## src/rtl/mccpu_pkg.sv

```systemverilog
// mccpu shared definitions: FSM states, opcodes,
// control encodings and ALU/EXT helpers.
package mccpu_pkg;

  typedef enum logic [2:0] {
    S_FETCH  = 3'd0,
    S_DECODE = 3'd1,
    S_EXEC   = 3'd2,
    S_MEM    = 3'd3,
    S_WB     = 3'd4
  } state_t;

  localparam logic [5:0] OP_RTYPE = 6'h00;
  localparam logic [5:0] OP_J     = 6'h02;
  localparam logic [5:0] OP_JAL   = 6'h03;
  localparam logic [5:0] OP_BEQ   = 6'h04;
  localparam logic [5:0] OP_BNE   = 6'h05;
  localparam logic [5:0] OP_ADDI  = 6'h08;
  localparam logic [5:0] OP_ADDIU = 6'h09;
  localparam logic [5:0] OP_SLTI  = 6'h0A;
  localparam logic [5:0] OP_SLTIU = 6'h0B;
  localparam logic [5:0] OP_ANDI  = 6'h0C;
  localparam logic [5:0] OP_ORI   = 6'h0D;
  localparam logic [5:0] OP_XORI  = 6'h0E;
  localparam logic [5:0] OP_LUI   = 6'h0F;
  localparam logic [5:0] OP_LB    = 6'h20;
  localparam logic [5:0] OP_LH    = 6'h21;
  localparam logic [5:0] OP_LW    = 6'h23;
  localparam logic [5:0] OP_LBU   = 6'h24;
  localparam logic [5:0] OP_LHU   = 6'h25;
  localparam logic [5:0] OP_SB    = 6'h28;
  localparam logic [5:0] OP_SH    = 6'h29;
  localparam logic [5:0] OP_SW    = 6'h2B;

  localparam logic [5:0] F_SLL  = 6'h00;
  localparam logic [5:0] F_SRL  = 6'h02;
  localparam logic [5:0] F_SRA  = 6'h03;
  localparam logic [5:0] F_JR   = 6'h08;
  localparam logic [5:0] F_ADD  = 6'h20;
  localparam logic [5:0] F_ADDU = 6'h21;
  localparam logic [5:0] F_SUB  = 6'h22;
  localparam logic [5:0] F_SUBU = 6'h23;
  localparam logic [5:0] F_AND  = 6'h24;
  localparam logic [5:0] F_OR   = 6'h25;
  localparam logic [5:0] F_XOR  = 6'h26;
  localparam logic [5:0] F_NOR  = 6'h27;
  localparam logic [5:0] F_SLT  = 6'h2A;
  localparam logic [5:0] F_SLTU = 6'h2B;

  typedef enum logic [3:0] {
    ALU_ADD, ALU_SUB, ALU_AND, ALU_OR,
    ALU_XOR, ALU_NOR, ALU_SLT, ALU_SLTU,
    ALU_SLL, ALU_SRL, ALU_SRA, ALU_PASSB
  } alu_op_t;

  typedef enum logic [1:0] {
    NPC_PC4, NPC_BR, NPC_J, NPC_JR
  } npc_op_t;

  typedef enum logic [1:0] {
    WD_ALU, WD_MEM, WD_PC4
  } wd_sel_t;

  typedef enum logic [1:0] {
    GPR_RD, GPR_RT, GPR_RA
  } gpr_sel_t;

  typedef enum logic [1:0] {
    EXT_ZERO, EXT_SIGN, EXT_LUI
  } ext_op_t;

  typedef enum logic [3:0] {
    K_NOP, K_RALU, K_IALU, K_LOAD, K_STORE,
    K_BEQ, K_BNE, K_J, K_JAL, K_JR
  } kind_t;

  localparam logic [2:0] LD_W  = 3'd0;
  localparam logic [2:0] LD_H  = 3'd1;
  localparam logic [2:0] LD_HU = 3'd2;
  localparam logic [2:0] LD_B  = 3'd3;
  localparam logic [2:0] LD_BU = 3'd4;

  localparam logic [1:0] SV_W = 2'd0;
  localparam logic [1:0] SV_H = 2'd1;
  localparam logic [1:0] SV_B = 2'd2;

  function automatic logic [31:0] alu_f(
    input logic [31:0] a,
    input logic [31:0] b,
    input alu_op_t     op
  );
    logic [31:0] c;
    case (op)
      ALU_ADD:   c = a + b;
      ALU_SUB:   c = a - b;
      ALU_AND:   c = a & b;
      ALU_OR:    c = a | b;
      ALU_XOR:   c = a ^ b;
      ALU_NOR:   c = ~(a | b);
      ALU_SLT:   c = {31'd0, $signed(a) < $signed(b)};
      ALU_SLTU:  c = {31'd0, a < b};
      ALU_SLL:   c = b << a[4:0];
      ALU_SRL:   c = b >> a[4:0];
      ALU_SRA:   c = 32'($signed(b) >>> a[4:0]);
      ALU_PASSB: c = b;
      default:   c = '0;
    endcase
    return c;
  endfunction

  function automatic logic [31:0] ext_f(
    input logic [15:0] imm,
    input ext_op_t     op
  );
    logic [31:0] r;
    case (op)
      EXT_ZERO: r = {16'd0, imm};
      EXT_LUI:  r = {imm, 16'd0};
      default:  r = {{16{imm[15]}}, imm};
    endcase
    return r;
  endfunction

endpackage

```

## src/rtl/mccpu_ctrl.sv

```systemverilog
// mccpu control: instruction decode plus the
// FETCH/DECODE/EXEC/MEM/WB sequencer.
module mc_ctrl
  import mccpu_pkg::*;
(
  input  logic     clk,
  input  logic     rst,
  input  logic [5:0] op,
  input  logic [5:0] funct,
  input  logic     imem_ready,
  input  logic     dmem_ready,
  input  logic     zero,
  output state_t   state,
  output logic     imem_req,
  output logic     dmem_req,
  output logic     mem_write,
  output logic     reg_write,
  output logic     alu_src,
  output logic     areg_sel,
  output ext_op_t  ext_op,
  output alu_op_t  alu_op,
  output npc_op_t  npc_op,
  output wd_sel_t  wd_sel,
  output gpr_sel_t gpr_sel,
  output logic [2:0] ld,
  output logic [1:0] sv,
  output logic     ir_we,
  output logic     ab_we,
  output logic     aluout_we,
  output logic     mdr_we,
  output logic     pc_we
);

  state_t nxt;
  kind_t  kind;

  // Decode the held IR into an instruction class
  always_comb begin
    kind     = K_NOP;
    alu_op   = ALU_ADD;
    alu_src  = 1'b0;
    areg_sel = 1'b0;
    ext_op   = EXT_SIGN;
    ld       = LD_W;
    sv       = SV_W;
    case (op)
      OP_RTYPE: begin
        kind = K_RALU;
        case (funct)
          F_SLL:  begin
            alu_op = ALU_SLL; areg_sel = 1'b1;
          end
          F_SRL:  begin
            alu_op = ALU_SRL; areg_sel = 1'b1;
          end
          F_SRA:  begin
            alu_op = ALU_SRA; areg_sel = 1'b1;
          end
          F_ADD, F_ADDU: alu_op = ALU_ADD;
          F_SUB, F_SUBU: alu_op = ALU_SUB;
          F_AND:  alu_op = ALU_AND;
          F_OR:   alu_op = ALU_OR;
          F_XOR:  alu_op = ALU_XOR;
          F_NOR:  alu_op = ALU_NOR;
          F_SLT:  alu_op = ALU_SLT;
          F_SLTU: alu_op = ALU_SLTU;
          F_JR:   kind = K_JR;
          default: kind = K_NOP;
        endcase
      end
      OP_ADDI, OP_ADDIU: begin
        kind = K_IALU; alu_src = 1'b1;
      end
      OP_SLTI: begin
        kind = K_IALU; alu_src = 1'b1;
        alu_op = ALU_SLT;
      end
      OP_SLTIU: begin
        kind = K_IALU; alu_src = 1'b1;
        alu_op = ALU_SLTU;
      end
      OP_ANDI: begin
        kind = K_IALU; alu_src = 1'b1;
        alu_op = ALU_AND; ext_op = EXT_ZERO;
      end
      OP_ORI: begin
        kind = K_IALU; alu_src = 1'b1;
        alu_op = ALU_OR; ext_op = EXT_ZERO;
      end
      OP_XORI: begin
        kind = K_IALU; alu_src = 1'b1;
        alu_op = ALU_XOR; ext_op = EXT_ZERO;
      end
      OP_LUI: begin
        kind = K_IALU; alu_src = 1'b1;
        alu_op = ALU_PASSB; ext_op = EXT_LUI;
      end
      OP_LW:  begin
        kind = K_LOAD; alu_src = 1'b1; ld = LD_W;
      end
      OP_LH:  begin
        kind = K_LOAD; alu_src = 1'b1; ld = LD_H;
      end
      OP_LHU: begin
        kind = K_LOAD; alu_src = 1'b1; ld = LD_HU;
      end
      OP_LB:  begin
        kind = K_LOAD; alu_src = 1'b1; ld = LD_B;
      end
      OP_LBU: begin
        kind = K_LOAD; alu_src = 1'b1; ld = LD_BU;
      end
      OP_SW:  begin
        kind = K_STORE; alu_src = 1'b1; sv = SV_W;
      end
      OP_SH:  begin
        kind = K_STORE; alu_src = 1'b1; sv = SV_H;
      end
      OP_SB:  begin
        kind = K_STORE; alu_src = 1'b1; sv = SV_B;
      end
      OP_BEQ: begin
        kind = K_BEQ; alu_op = ALU_SUB;
      end
      OP_BNE: begin
        kind = K_BNE; alu_op = ALU_SUB;
      end
      OP_J:   kind = K_J;
      OP_JAL: kind = K_JAL;
      default: kind = K_NOP;
    endcase
  end

  // Write-back destination and data source
  always_comb begin
    wd_sel  = WD_ALU;
    gpr_sel = GPR_RD;
    unique case (1'b1)
      kind == K_JAL: begin
        wd_sel = WD_PC4; gpr_sel = GPR_RA;
      end
      kind == K_LOAD: begin
        wd_sel = WD_MEM; gpr_sel = GPR_RT;
      end
      kind == K_IALU: gpr_sel = GPR_RT;
      default: ;
    endcase
  end

  // State register
  always_ff @(posedge clk) begin
    if (rst) state <= S_FETCH;
    else     state <= nxt;
  end

  // Next state and per-state enables
  always_comb begin
    nxt       = state;
    reg_write = 1'b0;
    npc_op    = NPC_PC4;
    ir_we     = 1'b0;
    ab_we     = 1'b0;
    aluout_we = 1'b0;
    mdr_we    = 1'b0;
    pc_we     = 1'b0;
    unique case (state)
      S_FETCH: begin
        if (imem_ready) begin
          ir_we = 1'b1;
          nxt   = S_DECODE;
        end
      end
      S_DECODE: begin
        ab_we = 1'b1;
        nxt   = S_EXEC;
      end
      S_EXEC: begin
        aluout_we = 1'b1;
        nxt       = S_FETCH;
        case (kind)
          K_RALU, K_IALU, K_JAL: nxt = S_WB;
          K_LOAD, K_STORE:       nxt = S_MEM;
          K_BEQ: begin
            pc_we  = 1'b1;
            npc_op = zero ? NPC_BR : NPC_PC4;
          end
          K_BNE: begin
            pc_we  = 1'b1;
            npc_op = zero ? NPC_PC4 : NPC_BR;
          end
          K_J: begin
            pc_we = 1'b1; npc_op = NPC_J;
          end
          K_JR: begin
            pc_we = 1'b1; npc_op = NPC_JR;
          end
          default: pc_we = 1'b1;
        endcase
      end
      S_MEM: begin
        if (dmem_ready) begin
          if (kind == K_LOAD) begin
            mdr_we = 1'b1;
            nxt    = S_WB;
          end else begin
            pc_we = 1'b1;
            nxt   = S_FETCH;
          end
        end
      end
      S_WB: begin
        reg_write = 1'b1;
        pc_we     = 1'b1;
        npc_op    = (kind == K_JAL) ? NPC_J : NPC_PC4;
        nxt       = S_FETCH;
      end
      default: nxt = S_FETCH;
    endcase
  end

  assign imem_req  = (state == S_FETCH) & ~rst;
  assign dmem_req  = (state == S_MEM) & ~rst;
  assign mem_write = dmem_req & (kind == K_STORE);

endmodule

```

## src/rtl/mccpu.sv

```systemverilog
// mccpu top: multi-cycle MIPS datapath with
// handshaked memories and debug counters.
module mccpu
  import mccpu_pkg::*;
#(
  parameter logic [31:0] RESET_PC = 32'h0000_3000,
  parameter int          CNT_W    = 32,
  parameter bit          DBG_EN   = 1'b1
) (
  input  logic             clk,
  input  logic             rst,
  output logic [31:0]      PC,
  output logic             imem_req,
  input  logic             imem_ready,
  input  logic [31:0]      instr,
  output logic             dmem_req,
  output logic             MemWrite,
  output logic [31:0]      aluout,
  output logic [31:0]      writedata,
  input  logic [31:0]      readdata,
  input  logic             dmem_ready,
  output logic [2:0]       LD,
  output logic [1:0]       SV,
  input  logic [4:0]       reg_sel,
  output logic [31:0]      reg_data,
  output logic [CNT_W-1:0] cycle_cnt,
  output logic [CNT_W-1:0] instr_cnt,
  output logic [2:0]       state_dbg
);

  state_t   state;
  logic     reg_write, alu_src, areg_sel, zero;
  ext_op_t  ext_op;
  alu_op_t  alu_op;
  npc_op_t  npc_op;
  wd_sel_t  wd_sel;
  gpr_sel_t gpr_sel;
  logic     ir_we, ab_we, aluout_we, mdr_we, pc_we;

  logic [31:0] ir, a_q, imm_q, mdr;
  logic [31:0] rf [32];
  logic [31:0] rd1, rd2, alu_a, alu_b, c;
  logic [31:0] pc4, npc, wd;
  logic [4:0]  a3;

  mc_ctrl u_ctrl (
    .clk        (clk),
    .rst        (rst),
    .op         (ir[31:26]),
    .funct      (ir[5:0]),
    .imem_ready (imem_ready),
    .dmem_ready (dmem_ready),
    .zero       (zero),
    .state      (state),
    .imem_req   (imem_req),
    .dmem_req   (dmem_req),
    .mem_write  (MemWrite),
    .reg_write  (reg_write),
    .alu_src    (alu_src),
    .areg_sel   (areg_sel),
    .ext_op     (ext_op),
    .alu_op     (alu_op),
    .npc_op     (npc_op),
    .wd_sel     (wd_sel),
    .gpr_sel    (gpr_sel),
    .ld         (LD),
    .sv         (SV),
    .ir_we      (ir_we),
    .ab_we      (ab_we),
    .aluout_we  (aluout_we),
    .mdr_we     (mdr_we),
    .pc_we      (pc_we)
  );

  assign state_dbg = state;

  assign rd1 = rf[ir[25:21]];
  assign rd2 = rf[ir[20:16]];

  // Shift amount feeds the ALU A side for sll/srl/sra
  assign alu_a = areg_sel ? {27'd0, ir[10:6]} : a_q;
  assign alu_b = alu_src ? imm_q : writedata;
  assign c     = alu_f(alu_a, alu_b, alu_op);
  assign zero  = (c == 32'd0);

  assign pc4 = PC + 32'd4;

  // Next PC: PC still holds this instruction's address
  always_comb begin
    npc = pc4;
    case (npc_op)
      NPC_BR: npc = pc4 + {imm_q[29:0], 2'b00};
      NPC_J:  npc = {PC[31:28], ir[25:0], 2'b00};
      NPC_JR: npc = a_q;
      default: npc = pc4;
    endcase
  end

  // Write-back destination and data muxes
  always_comb begin
    a3 = ir[15:11];
    wd = aluout;
    unique case (gpr_sel)
      GPR_RT:  a3 = ir[20:16];
      GPR_RA:  a3 = 5'd31;
      default: a3 = ir[15:11];
    endcase
    unique case (wd_sel)
      WD_MEM:  wd = mdr;
      WD_PC4:  wd = pc4;
      default: wd = aluout;
    endcase
  end

  // Register file; $0 never written so it reads 0
  always_ff @(posedge clk) begin
    if (rst) begin
      for (int i = 0; i < 32; i++) rf[i] <= '0;
    end else if (reg_write && a3 != 5'd0) begin
      rf[a3] <= wd;
    end
  end

  // Datapath registers and PC
  always_ff @(posedge clk) begin
    if (rst) begin
      PC        <= RESET_PC;
      ir        <= '0;
      a_q       <= '0;
      writedata <= '0;
      imm_q     <= '0;
      aluout    <= '0;
      mdr       <= '0;
    end else begin
      if (ir_we) ir <= instr;
      if (ab_we) begin
        a_q       <= rd1;
        writedata <= rd2;
        imm_q     <= ext_f(ir[15:0], ext_op);
      end
      if (aluout_we) aluout <= c;
      if (mdr_we)    mdr    <= readdata;
      if (pc_we)     PC     <= npc;
    end
  end

  // Cycle and retired-instruction counters
  always_ff @(posedge clk) begin
    if (rst) begin
      cycle_cnt <= '0;
      instr_cnt <= '0;
    end else begin
      cycle_cnt <= cycle_cnt + 1'b1;
      if (pc_we) instr_cnt <= instr_cnt + 1'b1;
    end
  end

  if (DBG_EN) begin : g_dbg
    assign reg_data = rf[reg_sel];
  end else begin : g_nodbg
    assign reg_data = '0;
  end

endmodule

```

## config.mk

```make
export PLATFORM = sky130hd
export DESIGN_NAME = mccpu
export DESIGN_NICKNAME = d
export VERILOG_FILES = /design/src/rtl/mccpu_pkg.sv /design/src/rtl/mccpu_ctrl.sv /design/src/rtl/mccpu.sv
export SDC_FILE = /design/constraint.sdc
export NUM_CORES = 2
export LEC_CHECK = 0
export CELL_PAD_IN_SITES_DETAIL_PLACEMENT = 0
export CELL_PAD_IN_SITES_GLOBAL_PLACEMENT = 1
export CORE_MARGIN = 2
export CORE_UTILIZATION = 56
export CTS_CLUSTER_SIZE = 10
export DETAILED_ROUTE_END_ITERATION = 10
export GPL_ROUTABILITY_DRIVEN = 0
export GPL_TIMING_DRIVEN = 1
export PLACE_DENSITY_LB_ADDON = 0.2
export SETUP_SLACK_MARGIN = 0.1
export SYNTH_ARGS = -nofsm -noshare
export SYNTH_HDL_FRONTEND = slang
export SYNTH_HIERARCHICAL = 1
export SYNTH_SLANG_ARGS = --single-unit
```

## constraint.sdc

```tcl
create_clock -name clk -period 22.4 [get_ports clk]
set_input_delay 3.36 -clock clk [delete_from_list [all_inputs] [get_ports clk]]
set_output_delay 3.36 -clock clk [all_outputs]
set_load 0.05 [all_outputs]
```

# Word level (Yosys, flattened, before mapping)
# Memory sizes are Yosys's and may differ from the RTL's. A register that Yosys moved wholly into a read port is not among the register bits.
# Cells that the tools add are included.
totals:
  regBits: 227
  latchBits: 0
  ramBits: 1024
  rom_bits: 0
  input_bits: 73
  wordCells: 170
  memories: 1
memory_table:
  columns: ["name", "words", "width", "read_ports", "rd_ports_with_merged_regs", "wr", "line", "source"]
  rows:
  - ["rf", 32, 32, 3, 2, 32, "mccpu.sv:41", "logic [31:0] rf [32];"]
classes:
  addsub: 6
  n_mul: 0
  n_div: 0
  order_cmp: 2
  n_eq_ne: 67
  shifts: 3
  muxes: 49
  bitwise_logic: 9
  n_reduce_logical: 24
op_table:
  columns: ["operator", "n"]
  rows:
  - ["$pmux W32 S12", 1]
  - ["$pmux W32 S2", 2]
  - ["$eq A6 B6 Y1 const B", 18]
  - ["$mux W32", 3]
  - ["$pmux W32 S3", 1]
  - ["$add A32 B1 Y32 const B", 2]
  - ["$add A32 B32 Y32", 2]
  - ["$lt A32 B32 Y1", 2]
  - ["$pmux W4 S8", 2]
  - ["$eq A6 B4 Y1 const B", 9]
  - ["$pmux W4 S10", 1]
  - ["$add A32 B3 Y32 const B", 1]
  - ["$and A32 B32 Y32", 1]
  - ["$eq A4 B3 Y1 const B", 8]
  - ["$logic_not A32 Y1", 1]
  - ["$not A32 Y32", 1]
  - ["$or A32 B32 Y32", 1]
  - ["$reduce_or A32 Y1", 1]
  - ["$shl A32 B5 Y32", 1]
  - ["$shr A32 B5 Y32", 1]
  - ["$sshr A32 B5 Y32", 1]
  - ["$sub A32 B32 Y32", 1]
  - ["$xor A32 B32 Y32", 1]
  - ["$eq A4 B4 Y1 const B", 6]
  - ["other kinds (36)", 92]

# Logic depth before layout (Yosys ltp)
logic_depth:
  depth_word: 16
  mapped_depth: 35
  mapped_depth_nobuf: 31

# Hierarchy
# Netlist, hierarchy kept.
modules_own_cells:
  columns: ["mod", "n_inst", "cells_each", "area_per_inst_um2", "seq_area_each_um2"]
  rows:
  - ["mccpu", 1, 6688, 83009.6, 36515.0]
  - ["mc_ctrl", 1, 144, 869.6, 60.1]

# Least setup slack after synthesis
# No wires, ideal clock.
synth_path:
  path_type: "input to output"
  start: "input port reg_sel[0]"
  end: "output port reg_data[0]"
  arrival_time_ns: 5.895
  path_slack_ns: 13.145
  cell_stages: 6
  path_cell_list: "clkbuf_1 > buf_1 > buf_1 > mux4_2 > mux4_2 > mux2_2"
synth_between:
  elab_chain_len: 1
synth_lines:
  columns: ["item", "line", "source"]
  rows:
  - ["start, declared", "mccpu.sv:24", "input logic [4:0] reg_sel,"]
  - ["$mem_v2 Z32 W32", null, null]
  - ["end, declared", "mccpu.sv:25", "output logic [31:0] reg_data,"]
# Every way passes these cells.

# Worst setup path after layout
layout_path:
  start: "input port reg_sel[1]"
  end: "output port reg_data[12]"
# The elaborated chain is that of the path after synthesis.

==> implementation parameters <==
Parameter                              Value

Outcome
  Outcome ... finished clean

Timing
  Worst rel slew slack ... 0.0858
  Post-Route Setup TNS ... 0 ns
  Fmax ... 88.6 MHz
  Count of final hold-check violations ... 0
  Setup repair after global routing missed its margin ... no
  Number of pins exceeding their max-slew limit in the final report ... 0
  Slew at the pin closest to its max-slew limit ... 1.37 ns
  Worst clock skew on the final layout ... 0.0587 ns
  Count of final setup violators ... 0
  Post-route minimum period ... 11.29 ns
  Fin crit share ... 0.504

Finish
  Post-layout net count ... slightly above 7,000
  Area growth from synthesis to layout ... 10.9%
  Final non-filler cell total ... roughly 8,900
  Most frequent cells in the layout ... sky130_fd_sc_hd__nor2_1, sky130_fd_sc_hd__edfxtp_1, sky130_fd_sc_hd__mux4_2
  Ratio of cells with drive above 1 in the final layout ... 0.228
  Leading cell type in the layout, fill and taps excluded ... sky130_fd_sc_hd__nor2_1
  Total of fill cells in the finished design ... about 11,000

Placement
  Half-perimeter wire length after placement ... around 210,000 um
  Count of input and output buffers ... 275
  Post-placement cell count ... 8,619

Hold path
  Type of the worst min-delay path ... reg2reg

Setup path
  CP endpoint kind ... output pin
  Kind of start point of the critical path ... input port
  Critical path arrival ... 7.93 ns
  Required time at the worst-slack endpoint ... 19.04 ns
  Classification of the worst setup path ... in2out
  Highest net fanout along the worst path ... 93

Pwr
  Maximum vdd drop ... about 0.092 mV
  Internal power ... between 4 and 5 mW
  Combinational fraction of design power ... 0.245
  Pwr per Cell Area ... 74.1 mW/mm^2
  Clk network pwr share ... 0.340
  Power share of the sequential group ... 0.415
  Leakage Power ... 30.4 nW
  Sw Ratio ... 0.325
  Total chip power ... 6.90 mW
  Psw ... approximately 2.2 mW

Global route
  Overall track demand over capacity in global routing ... 0.442
  Via count of the first global-routing pass ... 64,700
  Global route total overflow ... 0
  Wire length of the first global-routing pass ... 476,000 um
  Initial antenna violation count ... 13
  Maximum number of pins on one net before global-route repair ... 180

CTS
  CTS Buf Count ... 155
  Count of cells resized by post-cts repair ... 0
  CTS tree ... built
  Worst-path clk slew ... 0.06 ns
  Largest buffer count on any clock path ... 3
  Number of post-CTS setup repair buffers ... 0
  Number of H-tree levels ... 4
  Clock sink count ... between 1,000 and 1,500
  Hold-fix buffers at CTS ... 0
  Clock root buffer ... sky130_fd_sc_hd__clkbuf_16
  Clock insertion delay at the later pin of the skew report ... 0.83 ns

Synth
  Library cell with the largest summed area after synthesis ... sky130_fd_sc_hd__edfxtp_1
  Cell types occupying the most area after synthesis ... sky130_fd_sc_hd__edfxtp_1, sky130_fd_sc_hd__mux4_2, sky130_fd_sc_hd__dfxtp_1
  Sequential share of the synthesized area ... 0.436
  Netlist area before placement ... between 0.08 and 0.09 mm^2
  Post-Synthesis Mean Instance Area ... 12.3 um^2
  Most used flip-flop cell after synthesis ... sky130_fd_sc_hd__edfxtp_1
  Number of standard cells after synthesis ... 6,832
  Yosys warnings ... 6
  Top-area cell type share of the netlist area ... 0.367
  Post-synth EDFFs ... 1,024
  Flip-flop and latch count after synthesis ... 1,315
  Fraction of synthesis flops using an asynchronous set or reset pin ... 0
  Count of different cell masters after synthesis ... ~100

Route
  DRC violation count after routing ... 0
  Antenna-violating nets left ... 0
  Routed WL per cell ... 38.3 um
  Total via count in the routed design ... 67,900
  Number of search-and-repair iterations in the first detailed-routing pass ... 9
  DRT Wirelength ... 339,000 um
  Via count normalized by instance count ... approximately 7.7
  First DRT Iteration DRCs ... 12,000

Floorplan
  Number of rows created at floorplan ... 142
  Die Ht ... 391 um
  Die outline width ... between 300 and 400 um
  Number of top-level design ports ... 276
  Effective utilization at floorplan ... 0.562
  Core Area ... ~0.15 mm^2
  Total die area ... 0.153 mm^2

Flow run
  Number of maximum-capacitance constraint violations ... 0
-- cell families (layout without fill, tap and decap cells) --
| kind of cell | after synthesis | in the layout | synth area share |
|---|---|---|---|
| fa+ha+maj | 139 | 139 | 0.0210 |
| flops | 1315 | 1315 | 0.436 |
| compound gates | 985 | 985 | 0.0802 |
| simple gates | 2200 | 2200 | 0.111 |
| other cells | 1 | 40 | 0.0000447 |
| buf+inv | 782 | 831 | 0.0370 |
| mux | 1295 | 1295 | 0.303 |
| xor+xnor | 115 | 115 | 0.0120 |
-- path summary, 6_finish.rpt --
kind	from	end	slack [ns]	cells past startpoint
min	PC[1]	PC[1]	0.49	2
max	reg_sel[1]	reg_data[12]	11.11	7
min reg2reg	PC[1]	PC[1]	0.49	2
max reg2reg	ir[28]	PC[18]	11.86	29
-- worst max-delay path: stages --
cell and delay (ns):
sky130_fd_sc_hd__buf_8 0.60, sky130_fd_sc_hd__buf_4 0.85, sky130_fd_sc_hd__buf_4 0.89, sky130_fd_sc_hd__mux4_2 0.43, sky130_fd_sc_hd__mux4_2 0.49, sky130_fd_sc_hd__mux2_2 0.38
sky130_fd_sc_hd__clkdlybuf4s50_1 0.74
-- power by group through the flow --
| stage | Sequential (mW) | Combinational, mW | Clock [mW] |
|---|---|---|---|
| 6_report | 2.86 | 1.69 | 2.35 |
| 5_1_grt | 2.86 | 1.74 | 2.44 |
| 4_1_cts | 2.85 | 1.62 | 2.34 |
| 3_5_place_dp | 2.90 | 1.62 | 0 |
| 3_3_place_gp | 2.89 | 1.61 | 0 |
| 2_1_floorplan | 2.86 | 1.08 | 0 |
-- per-layer routing --
layer,GRT usage,vias to the layer above,share of wire
li1,-,26400,-
met1,0.546,33300,0.32
met2,0.634,6658,0.43
met3,0.180,1547,0.17
met4,0.307,18,0.087
met5,0.00287,-,0.00045
-- through the flow --
stage	hold WS [ns]	setup WS, ns	area, um^2	util
after CTS	0.487	11.25	93000	0.623
after detailed placement	0.479	11.26	88500	0.593
final	0.493	11.11	93000	0.623
after global placement	0.477	11.36	88500	0.593
after global routing	0.526	11.19	93000	0.623
after floorplan	0.459	13.15	84000	-
-- sequential cells by signal, summed over array words and instances (netlist names) --
name / cells
writedata: 32
imm_q: 32
cycle_cnt: 32
mdr: 32
instr_cnt: 32
PC: 32
aluout: 32
u_ctrl/state: 3
a_q: 32
ir: 32
rf: 1024
-- synth_stat cells, types with 17 or more instances --
cell type	n
sky130_fd_sc_hd__nor2_1	1492
sky130_fd_sc_hd__o21a_1	23
sky130_fd_sc_hd__clkbuf_1	503
sky130_fd_sc_hd__nor2b_1	44
sky130_fd_sc_hd__or3_1	30
sky130_fd_sc_hd__a21oi_1	205
sky130_fd_sc_hd__a21boi_0	23
sky130_fd_sc_hd__nor3_1	82
sky130_fd_sc_hd__nand3_1	76
sky130_fd_sc_hd__nand4_1	26
sky130_fd_sc_hd__and3_1	37
sky130_fd_sc_hd__o211ai_1	45
sky130_fd_sc_hd__a31oi_1	36
sky130_fd_sc_hd__o22ai_1	51
sky130_fd_sc_hd__a21o_1	25
sky130_fd_sc_hd__a211oi_1	131
sky130_fd_sc_hd__nand2b_1	62
sky130_fd_sc_hd__a22oi_1	77
sky130_fd_sc_hd__mux2i_1	255
sky130_fd_sc_hd__o21ai_0	147
sky130_fd_sc_hd__xnor2_1	61
sky130_fd_sc_hd__a221oi_1	18
sky130_fd_sc_hd__xor2_1	54
sky130_fd_sc_hd__nand2_1	263
sky130_fd_sc_hd__o31ai_1	17
sky130_fd_sc_hd__ha_1	136
sky130_fd_sc_hd__buf_2	21
sky130_fd_sc_hd__dfxtp_1	291
sky130_fd_sc_hd__buf_1	107
sky130_fd_sc_hd__inv_1	120
sky130_fd_sc_hd__mux2_2	40
sky130_fd_sc_hd__edfxtp_1	1024
sky130_fd_sc_hd__mux4_2	977
-- cell type report --
cell class	instances	area, um^2	area share
Antenna cell	8	20.0	0.000215
Timing Repair Buffer	463	4220	0.0454
Tap cell	1944	2430	0.0261
Sequential cell	1315	36600	0.394
Inverter	131	497	0.00534
Multi-Input combinational cell	4766	44800	0.481
Clock inverter	27	357	0.00383
Clock buffer	210	4140	0.0445
Note: power is estimated with default switching activity, not from simulation.
